`src/rtl/wb_arb_pkg.sv`:
```
// Shared types and constants for the two-master Wishbone arbiter.
package wb_arb_pkg;

    typedef enum logic [1:0] {
        ARB_IDLE = 2'd0,
        ARB_OWN0 = 2'd1,
        ARB_OWN1 = 2'd2
    } arb_state_e;

    localparam int unsigned DefaultTimeout = 16;
    localparam logic [31:0] WordZero       = 32'h0000_0000;

    // Master request fields that share a width across all instances
    typedef struct packed {
        logic [31:0] adr;
        logic [31:0] dat;
        logic        we;
        logic        cyc;
        logic        stb;
    } wb_req_t;

endpackage

```
`src/rtl/wb_arb_watchdog.sv`:
```
// Stall watchdog: counts consecutive unterminated strobe cycles and flags
// expiry when the count reaches TIMEOUT-1.
module wb_arb_watchdog
    import wb_arb_pkg::*;
#(
    parameter int unsigned TIMEOUT = DefaultTimeout
) (
    input  logic clk_i,
    input  logic rst_i,
    input  logic stall,
    input  logic clear,
    output logic expire
);

    localparam logic [7:0] Limit = 8'(TIMEOUT - 1);

    logic [7:0] count_q;

    // Expiry depends only on the registered count, so it never loops back
    // through a slave whose ack is combinational on strobe.
    assign expire = (count_q == Limit);

    // NOTE: sequential state uses non-blocking assignments so every flop
    // samples pre-edge values regardless of process ordering.
    always_ff @(posedge clk_i or negedge rst_i) begin
        if (!rst_i) begin
            count_q <= 8'd0;
        end else if (clear || expire) begin
            count_q <= 8'd0;
        end else if (stall) begin
            count_q <= count_q + 8'd1;
        end
    end

endmodule

```
`src/rtl/wb_arbiter_2m.sv`:
```
// Two-master round-robin Wishbone arbiter with cycle lock and stall watchdog,
// sharing one slave port between instruction fetch (m0) and load/store (m1).
module wb_arbiter_2m
    import wb_arb_pkg::*;
#(
    parameter int unsigned SEL_W   = 8,
    parameter int unsigned TIMEOUT = DefaultTimeout
) (
    input  logic             clk_i,
    input  logic             rst_i,

    input  logic [31:0]      m0_adr_i,
    input  logic [31:0]      m0_dat_i,
    output logic [31:0]      m0_dat_o,
    input  logic [SEL_W-1:0] m0_sel_i,
    input  logic             m0_we_i,
    input  logic             m0_cyc_i,
    input  logic             m0_stb_i,
    output logic             m0_ack_o,
    output logic             m0_err_o,
    output logic             m0_rty_o,

    input  logic [31:0]      m1_adr_i,
    input  logic [31:0]      m1_dat_i,
    output logic [31:0]      m1_dat_o,
    input  logic [SEL_W-1:0] m1_sel_i,
    input  logic             m1_we_i,
    input  logic             m1_cyc_i,
    input  logic             m1_stb_i,
    output logic             m1_ack_o,
    output logic             m1_err_o,
    output logic             m1_rty_o,

    output logic [31:0]      s_adr_o,
    output logic [31:0]      s_dat_o,
    output logic [SEL_W-1:0] s_sel_o,
    output logic             s_we_o,
    output logic             s_cyc_o,
    output logic             s_stb_o,
    input  logic [31:0]      s_dat_i,
    input  logic             s_ack_i,
    input  logic             s_err_i,
    input  logic             s_rty_i,

    output logic [1:0]       gnt_o
);

    arb_state_e state_q, state_d;
    logic       last_q, last_d;       // 0 = m0 served last, 1 = m1
    logic [1:0] gnt_q;

    wb_req_t          m0_req, m1_req, own_req;
    logic [SEL_W-1:0] own_sel;
    logic             own_is_m1;
    logic             owner_valid;
    logic             stb_raw;
    logic             term;
    logic             wd_stall, wd_clear, wd_expire;
    logic             inject_err;

    assign m0_req = '{adr: m0_adr_i, dat: m0_dat_i, we: m0_we_i, cyc: m0_cyc_i, stb: m0_stb_i};
    assign m1_req = '{adr: m1_adr_i, dat: m1_dat_i, we: m1_we_i, cyc: m1_cyc_i, stb: m1_stb_i};

    // NOTE: every always_comb output gets a default first so no path through
    // the case leaves a variable unassigned and infers a latch.
    always_comb begin
        state_d = state_q;
        last_d  = last_q;
        unique case (state_q)
            ARB_IDLE: begin
                if (m0_cyc_i && m1_cyc_i) begin
                    state_d = last_q ? ARB_OWN0 : ARB_OWN1;
                end else if (m0_cyc_i) begin
                    state_d = ARB_OWN0;
                end else if (m1_cyc_i) begin
                    state_d = ARB_OWN1;
                end
            end
            ARB_OWN0: begin
                if (!m0_cyc_i) begin
                    last_d  = 1'b0;
                    state_d = m1_cyc_i ? ARB_OWN1 : ARB_IDLE;
                end
            end
            ARB_OWN1: begin
                if (!m1_cyc_i) begin
                    last_d  = 1'b1;
                    state_d = m0_cyc_i ? ARB_OWN0 : ARB_IDLE;
                end
            end
            default: state_d = ARB_IDLE;
        endcase
    end

    always_ff @(posedge clk_i or negedge rst_i) begin
        if (!rst_i) begin
            state_q <= ARB_IDLE;
            last_q  <= 1'b1;
            gnt_q   <= 2'b00;
        end else begin
            state_q <= state_d;
            last_q  <= last_d;
            gnt_q   <= {state_d == ARB_OWN1, state_d == ARB_OWN0};
        end
    end

    assign gnt_o = gnt_q;

    // The owner's signals reach the slave only while it still holds cyc,
    // which makes the handoff cycle show slave cyc low.
    assign own_is_m1   = (state_q == ARB_OWN1);
    assign own_req     = own_is_m1 ? m1_req : m0_req;
    assign own_sel     = own_is_m1 ? m1_sel_i : m0_sel_i;
    assign owner_valid = ((state_q == ARB_OWN0) && m0_cyc_i) ||
                         ((state_q == ARB_OWN1) && m1_cyc_i);
    assign stb_raw     = owner_valid && own_req.stb;
    assign term        = s_ack_i || s_err_i || s_rty_i;

    assign wd_stall   = stb_raw && !term;
    assign wd_clear   = !stb_raw || term || (state_d != state_q);
    // A real slave termination in the expiry cycle takes precedence.
    assign inject_err = wd_expire && stb_raw && !term;

    wb_arb_watchdog #(
        .TIMEOUT (TIMEOUT)
    ) u_watchdog (
        .clk_i  (clk_i),
        .rst_i  (rst_i),
        .stall  (wd_stall),
        .clear  (wd_clear),
        .expire (wd_expire)
    );

    always_comb begin
        s_adr_o  = WordZero;
        s_dat_o  = WordZero;
        s_sel_o  = '0;
        s_we_o   = 1'b0;
        s_cyc_o  = 1'b0;
        s_stb_o  = 1'b0;
        m0_dat_o = WordZero;
        m0_ack_o = 1'b0;
        m0_err_o = 1'b0;
        m0_rty_o = 1'b0;
        m1_dat_o = WordZero;
        m1_ack_o = 1'b0;
        m1_err_o = 1'b0;
        m1_rty_o = 1'b0;
        if (owner_valid) begin
            s_adr_o = own_req.adr;
            s_dat_o = own_req.dat;
            s_sel_o = own_sel;
            s_we_o  = own_req.we;
            s_cyc_o = 1'b1;
            s_stb_o = stb_raw && !wd_expire;
            if (own_is_m1) begin
                m1_dat_o = s_dat_i;
                m1_ack_o = s_ack_i;
                m1_err_o = s_err_i || inject_err;
                m1_rty_o = s_rty_i;
            end else begin
                m0_dat_o = s_dat_i;
                m0_ack_o = s_ack_i;
                m0_err_o = s_err_i || inject_err;
                m0_rty_o = s_rty_i;
            end
        end
    end

endmodule

```
`config.mk`:
```
export PLATFORM = sky130hd
export DESIGN_NAME = wb_arbiter_2m
export DESIGN_NICKNAME = d
export VERILOG_FILES = /design/src/rtl/wb_arb_pkg.sv /design/src/rtl/wb_arb_watchdog.sv /design/src/rtl/wb_arbiter_2m.sv
export SDC_FILE = /design/constraint.sdc
export NUM_CORES = 1
export LEC_CHECK = 0
export ABC_CLOCK_PERIOD_IN_PS = 2800
export BUFFER_PORTS_ARGS = -buffer_cell sky130_fd_sc_hd__clkbuf_2
export CORE_AREA = 2 2 131 133
export CTS_CLUSTER_SIZE = 8
export DETAILED_ROUTE_END_ITERATION = 7
export DIE_AREA = 0 0 133 135
export MAX_ROUTING_LAYER = met4
export PLACE_DENSITY_LB_ADDON = 0.05
export SLEW_MARGIN = 20
export SYNTH_ARGS = -nofsm -noshare
export SYNTH_HDL_FRONTEND = slang
export SYNTH_SLANG_ARGS = --single-unit
```
`constraint.sdc`:
```
create_clock -name clk_i -period 2.8 [get_ports clk_i]
set_input_delay 0 -clock clk_i [delete_from_list [all_inputs] [get_ports clk_i]]
set_output_delay 0 -clock clk_i [all_outputs]
set_load 0.02 [all_outputs]
```
Yosys cells after proc, flatten, opt, wreduce, memory -nomap -nowiden
Cells that the tools add are included.

$add $sub $neg: 1. Equal/unequal tests: 8. Muxes and demuxes: 38. Reductions and logical operators: 22.

Operators with widths (number): $mux 32 (6); $mux 67 (1); $mux 8 (4); $mux 1 (18); $mux 2 (7); $add 8x1->8 const B (1); $eq 8x4->1 const B (1); $logic_and 1x1->1 (8); $logic_or 1x1->1 (7); $pmux 2 s3 (1); $eq 2x1->1 const B (2); $eq 2x2->1 const B (2); $ne 2x2->1 const B (2); $reduce_bool 2->1 (2); $logic_not 1->1 (3); $reduce_and 3->1 (1); $logic_not 2->1 (1); $ne 2x2->1 (1); $pmux 1 s2 (1).

Bits in registers: 13. Bits of input ports: 187.

Logic depth before layout (Yosys ltp)
Word-level depth: 9. Mapped depth: 6.

Hierarchy
Synthesis repeated with hierarchy kept, for this count alone.

Cell total of the unflattened synthesis: 237. Area, all modules: 1914.3 µm².

Modules (own cells, without submodules): wb_arbiter_2m (instances 1, cells an instance 197, area an instance 1506.4 µm²); wb_arb_watchdog (instances 1, cells an instance 40, area an instance 407.9 µm²).

Worst setup path before layout
No wires, ideal clock.

Path kind: flip-flop to flip-flop. From: register u_watchdog.count_q[0]. To: register u_watchdog.count_q[5]. Library setup time: 0.111 ns. Arrival: 1.397 ns. Data required time: 2.689 ns. Slack: 1.291 ns. Stages on the path, launching flop included: 6. Clock period less this slack: 1.509 ns. Cells stage by stage: dfrtp_1 ha_1 and3_2 and2_1 buf_2 a2111oi_2.

Longest elaborated chain between the ends: 3. Elaborated cells between the ends (all ways): 6. Classes of those cells: add/sub: 1; eq/ne: 1; mux: 2; reduce/logical: 2.

RTL lines: start: declaration (line wb_arb_watchdog.sv:17) `logic [7:0] count_q;`; start signal: assignment (line wb_arb_watchdog.sv:31) `count_q <= count_q + 8'd1;`; $add 8x1->8 / $eq 8x4->1 (equally long branches) (line wb_arb_watchdog.sv:31, wb_arb_watchdog.sv:21); $mux 8 / $logic_or 1x1->1 (equally long branches) (line wb_arb_watchdog.sv:30, wb_arb_watchdog.sv:28); $mux 8 / $reduce_bool 2->1 (equally long branches).

Parallel ways exist; a longest one is shown, timed or not. The select of a mux whose other input is x is not followed. A chain may end at the register's enable or synchronous reset.

Final worst setup path
From: register state_q[0]. To: output port s_dat_o[7].

Longest elaborated chain between the ends: 4. Elaborated cells between the ends (all ways): 7. Classes of those cells: eq/ne: 2; mux: 2; reduce/logical: 3.

RTL lines: start: declaration (line wb_arbiter_2m.sv:48) `arb_state_e state_q, state_d;`; start signal: assignment (line wb_arbiter_2m.sv:101) `state_q <= state_d;`; $eq 2x1->1 / $eq 2x2->1 (equally long branches) (line wb_arbiter_2m.sv:114, wb_arbiter_2m.sv:111, wb_arbiter_2m.sv:115); $logic_and 1x1->1 (on tied branches) (line wb_arbiter_2m.sv:114, wb_arbiter_2m.sv:115); $logic_or 1x1->1 (line wb_arbiter_2m.sv:114) `assign owner_valid = ((state_q == ARB_OWN0) && m0_cyc_i) ||`; $mux 32 (*) (line wb_arbiter_2m.sv:149) `if (owner_valid) begin`; end: declaration (line wb_arbiter_2m.sv:35) `output logic [31:0] s_dat_o,`.

Mark *: on every way between the ends. The rest lies on a longest branch, timed or not.

==> flow_metrics.tcl <==
set metrics [dict create \
    hold_class "input port to register" \
    synthTopCellsByArea "a22o_1 (34%), and2_1 (24%), dfrtp_1 (16%), buf_2 (4.3%), a2111oi_2 (2.4%)" \
    rsz0062_at_grt "false" \
    cts-resized-gates 0 \
    postSynthRegisterBits 13 \
    synthTopCellsByCount "a22o_1 (73), and2_1 (73), buf_2 (16)" \
    min_period_over_period 0.7602 \
    tritoncts "done" \
    synth-xor-area-share 0.01398 \
    fillers 1876 \
    ctsHoldBuffers 1 \
    synth_compound_area_frac 0.3968 \
    synthesis.area_sq_um 1879 \
    hold_viol 0 \
    finalClockSkew_ns 0.004148 \
    worstSetupEndpointType "primary output" \
    outcome "finished, final reports clean" \
    r2r_start "u_watchdog.count_q[0]$_DFFE_PN0P_" \
    fp.dieH_um 135 \
    synth-seq-area-share 0.1738 \
    synthAdderAreaFrac 0.006658 \
    synth_top_area_frac 0.3402 \
    drv_slew 0 \
    holdPathStages 2 \
    cts_buffer_depth 2 \
    synth-simple-area-share 0.3362 \
    port_buffers 333 \
    worst_pin_slew_ns 0.4517 \
    relSlewSlack 0.6989 \
    crit_fanout 39 \
    synth_edf_count 0 \
    drc 0 \
    arrival_ns 2.13 \
    cts.sinks 13 \
    postRouteAntennaNets 0 \
    cts_max_level 1 \
    r2r_slack_ns 1.17 \
    r2r-end "u_watchdog.count_q[6]$_DFFE_PN0P_" \
    ir_worst_vdd_v 0.0001794 \
    multi_input_area_sq_um 1426 \
    synth_fp_nets 420 \
    setup_violations 0 \
    die_x_um 133 \
    antenna_found_initial 12 \
    numCtsBuffers 3 \
    drive_gt1_frac 0.6370 \
    drv_cap 0 \
    synthArstFlopShare 1.000 \
    hold_end "state_q[0]$_DFF_PN0_" \
    power_density_nw_per_um2 396.2 \
    startpoint_type "register" \
    min_period_ns 2.129 \
    worstSkewPairLatency_ns 0.24 \
    synth_top_family_by_area "compound AO/OA/AOI/OAI gates" \
    grt_overflow 0 \
    drtIter0Drc 134 \
    fmax_mhz 469.8 \
    nNetsFinal 740 \
    synth_cell_types 30 \
    p_leak_uw 0.002255 \
    rows 47 \
    synthCells 232 \
    seq_area_sq_um 326.6 \
    setup-tns-final_ns 0 \
    post_cts_buffers 0 \
    cts-root-buf "clkbuf_16" \
    coreArea_sq_um 16410 \
    routabilityCongestion 0.8407 \
    cp_data_required_time_ns 2.80 \
    synth_area_leader_cell "a22o_1" \
    start_util 0.1145 \
    routedWlPerCell_um 18.71 \
    synthMuxAreaShare 0 \
    hold_path.startpoint "m0_cyc_i" \
    top_level_ports 334 \
    die-area_sq_um 17960 \
    syn_to_final_growth_pct 106.3 \
    dr.pass1.iters 4 \
    grt_usage 0.1550 \
    syn_avg_cell_area_sq_um 8.100 \
    totalWireLength_um 14670 \
    grt_pass1_vias 3170 \
    via_count 3163 \
    place_hpwl_um 12720 \
    utilization 0.2363 \
    cts.clk_slew.worst_paths_ns 0.04 \
    synthFlopType "dfrtp_1" \
    grt_pass1_wl_um 20110 \
    crit_type "register to primary output" \
    worstRegToRegCells 4 \
    grt_max_degree 75 \
    yosysWarnings 0 \
    viasPerCell 4.034 \
]
## power breakdown
part	switching, uW	internal, uW	total, uW
clock	78.1	192	270
combinational	629	403	1030
sequential	20.3	214	234
## kinds of logic (layout without fill, tap and decap cells)
logic type      Yosys count  after routing
other cells               0             13
flops                    13             13
xor+xnor                  3              3
simple gates            102            102
buf+inv                  27            346
fa+ha+maj                 1              1
compound gates           86             86
## placed cells by master, fill, tap and decap left out, drive strengths merged, types with 2 or more instances in the layout
| master | n |
|---|---|
| a2111oi | 3 |
| and3 | 2 |
| a21boi | 2 |
| and4b | 2 |
| nand2 | 4 |
| dfrtp | 12 |
| o21ai | 5 |
| xnor2 | 2 |
| o22ai | 2 |
| a22o | 73 |
| nor2 | 6 |
| buf | 5 |
| nand3 | 3 |
| diode | 13 |
| or3 | 3 |
| and2 | 73 |
| nor4 | 5 |
| inv | 3 |
| clkbuf | 337 |
## registers in the layout, indices dropped and copies added, names as in the netlist
name and count:
gnt_o 2, last_q 1, state_q 2, u_watchdog.count_q 8
## worst max path at each step
stage | start | depth (start not counted) | endpoint | slack [ns]
after floorplan | u_watchdog.count_q[0]$_DFFE_PN0P_ | 5 | u_watchdog.count_q[5]$_DFFE_PN0P_ | 1.29
after global placement | state_q[0]$_DFF_PN0_ | 5 | s_dat_o[7] | 0.95
after detailed placement | state_q[0]$_DFF_PN0_ | 5 | s_dat_o[7] | 0.90
after CTS | state_q[0]$_DFF_PN0_ | 5 | s_dat_o[7] | 0.64
after global routing | state_q[0]$_DFF_PN0_ | 5 | s_dat_o[7] | 0.52
final | state_q[0]$_DFF_PN0_ | 5 | s_dat_o[7] | 0.67
## stage by stage
step	std cells	power, uW	hold slack, ns	instance area, sq um	setup WS, ns
2_1_floorplan	232	842.6	-0.2956	1879	1.291
5_1_grt	783	1636	0.07004	3875	0.5223
3_5_place_dp	766	1281	-0.07558	3756	0.8994
3_3_place_gp	766	1285	-0.06832	3756	0.9534
4_1_cts	771	1558	0.06387	3845	0.6422
6_report	784	1536	0.05985	3877	0.6714
## worst max-delay path, cell delays in order (launching register included)
cell and delay [ns]:
dfrtp_1 0.44, inv_1 0.10, and3_4 0.48, buf_4 0.40
a22o_1 0.26, clkbuf_2 0.20
## metal layers
layer  track usage  routed length, um  vias up
li1              -                  -     1532
met1        0.1780               5798     1430
met2        0.2470               6943      187
met3       0.07658               1725       14
met4       0.02867                204        0
met5             -                  0        -
## cell type report
cell class	count	area share
Sequential cell	13	0.08422
Multi-Input combinational cell	192	0.3679
Tap cell	220	0.07099
Antenna cell	13	0.008390
Inverter	3	0.002904
Timing Repair Buffer	339	0.4453
Clock buffer	4	0.02033
(Power assumes the default switching activity.)
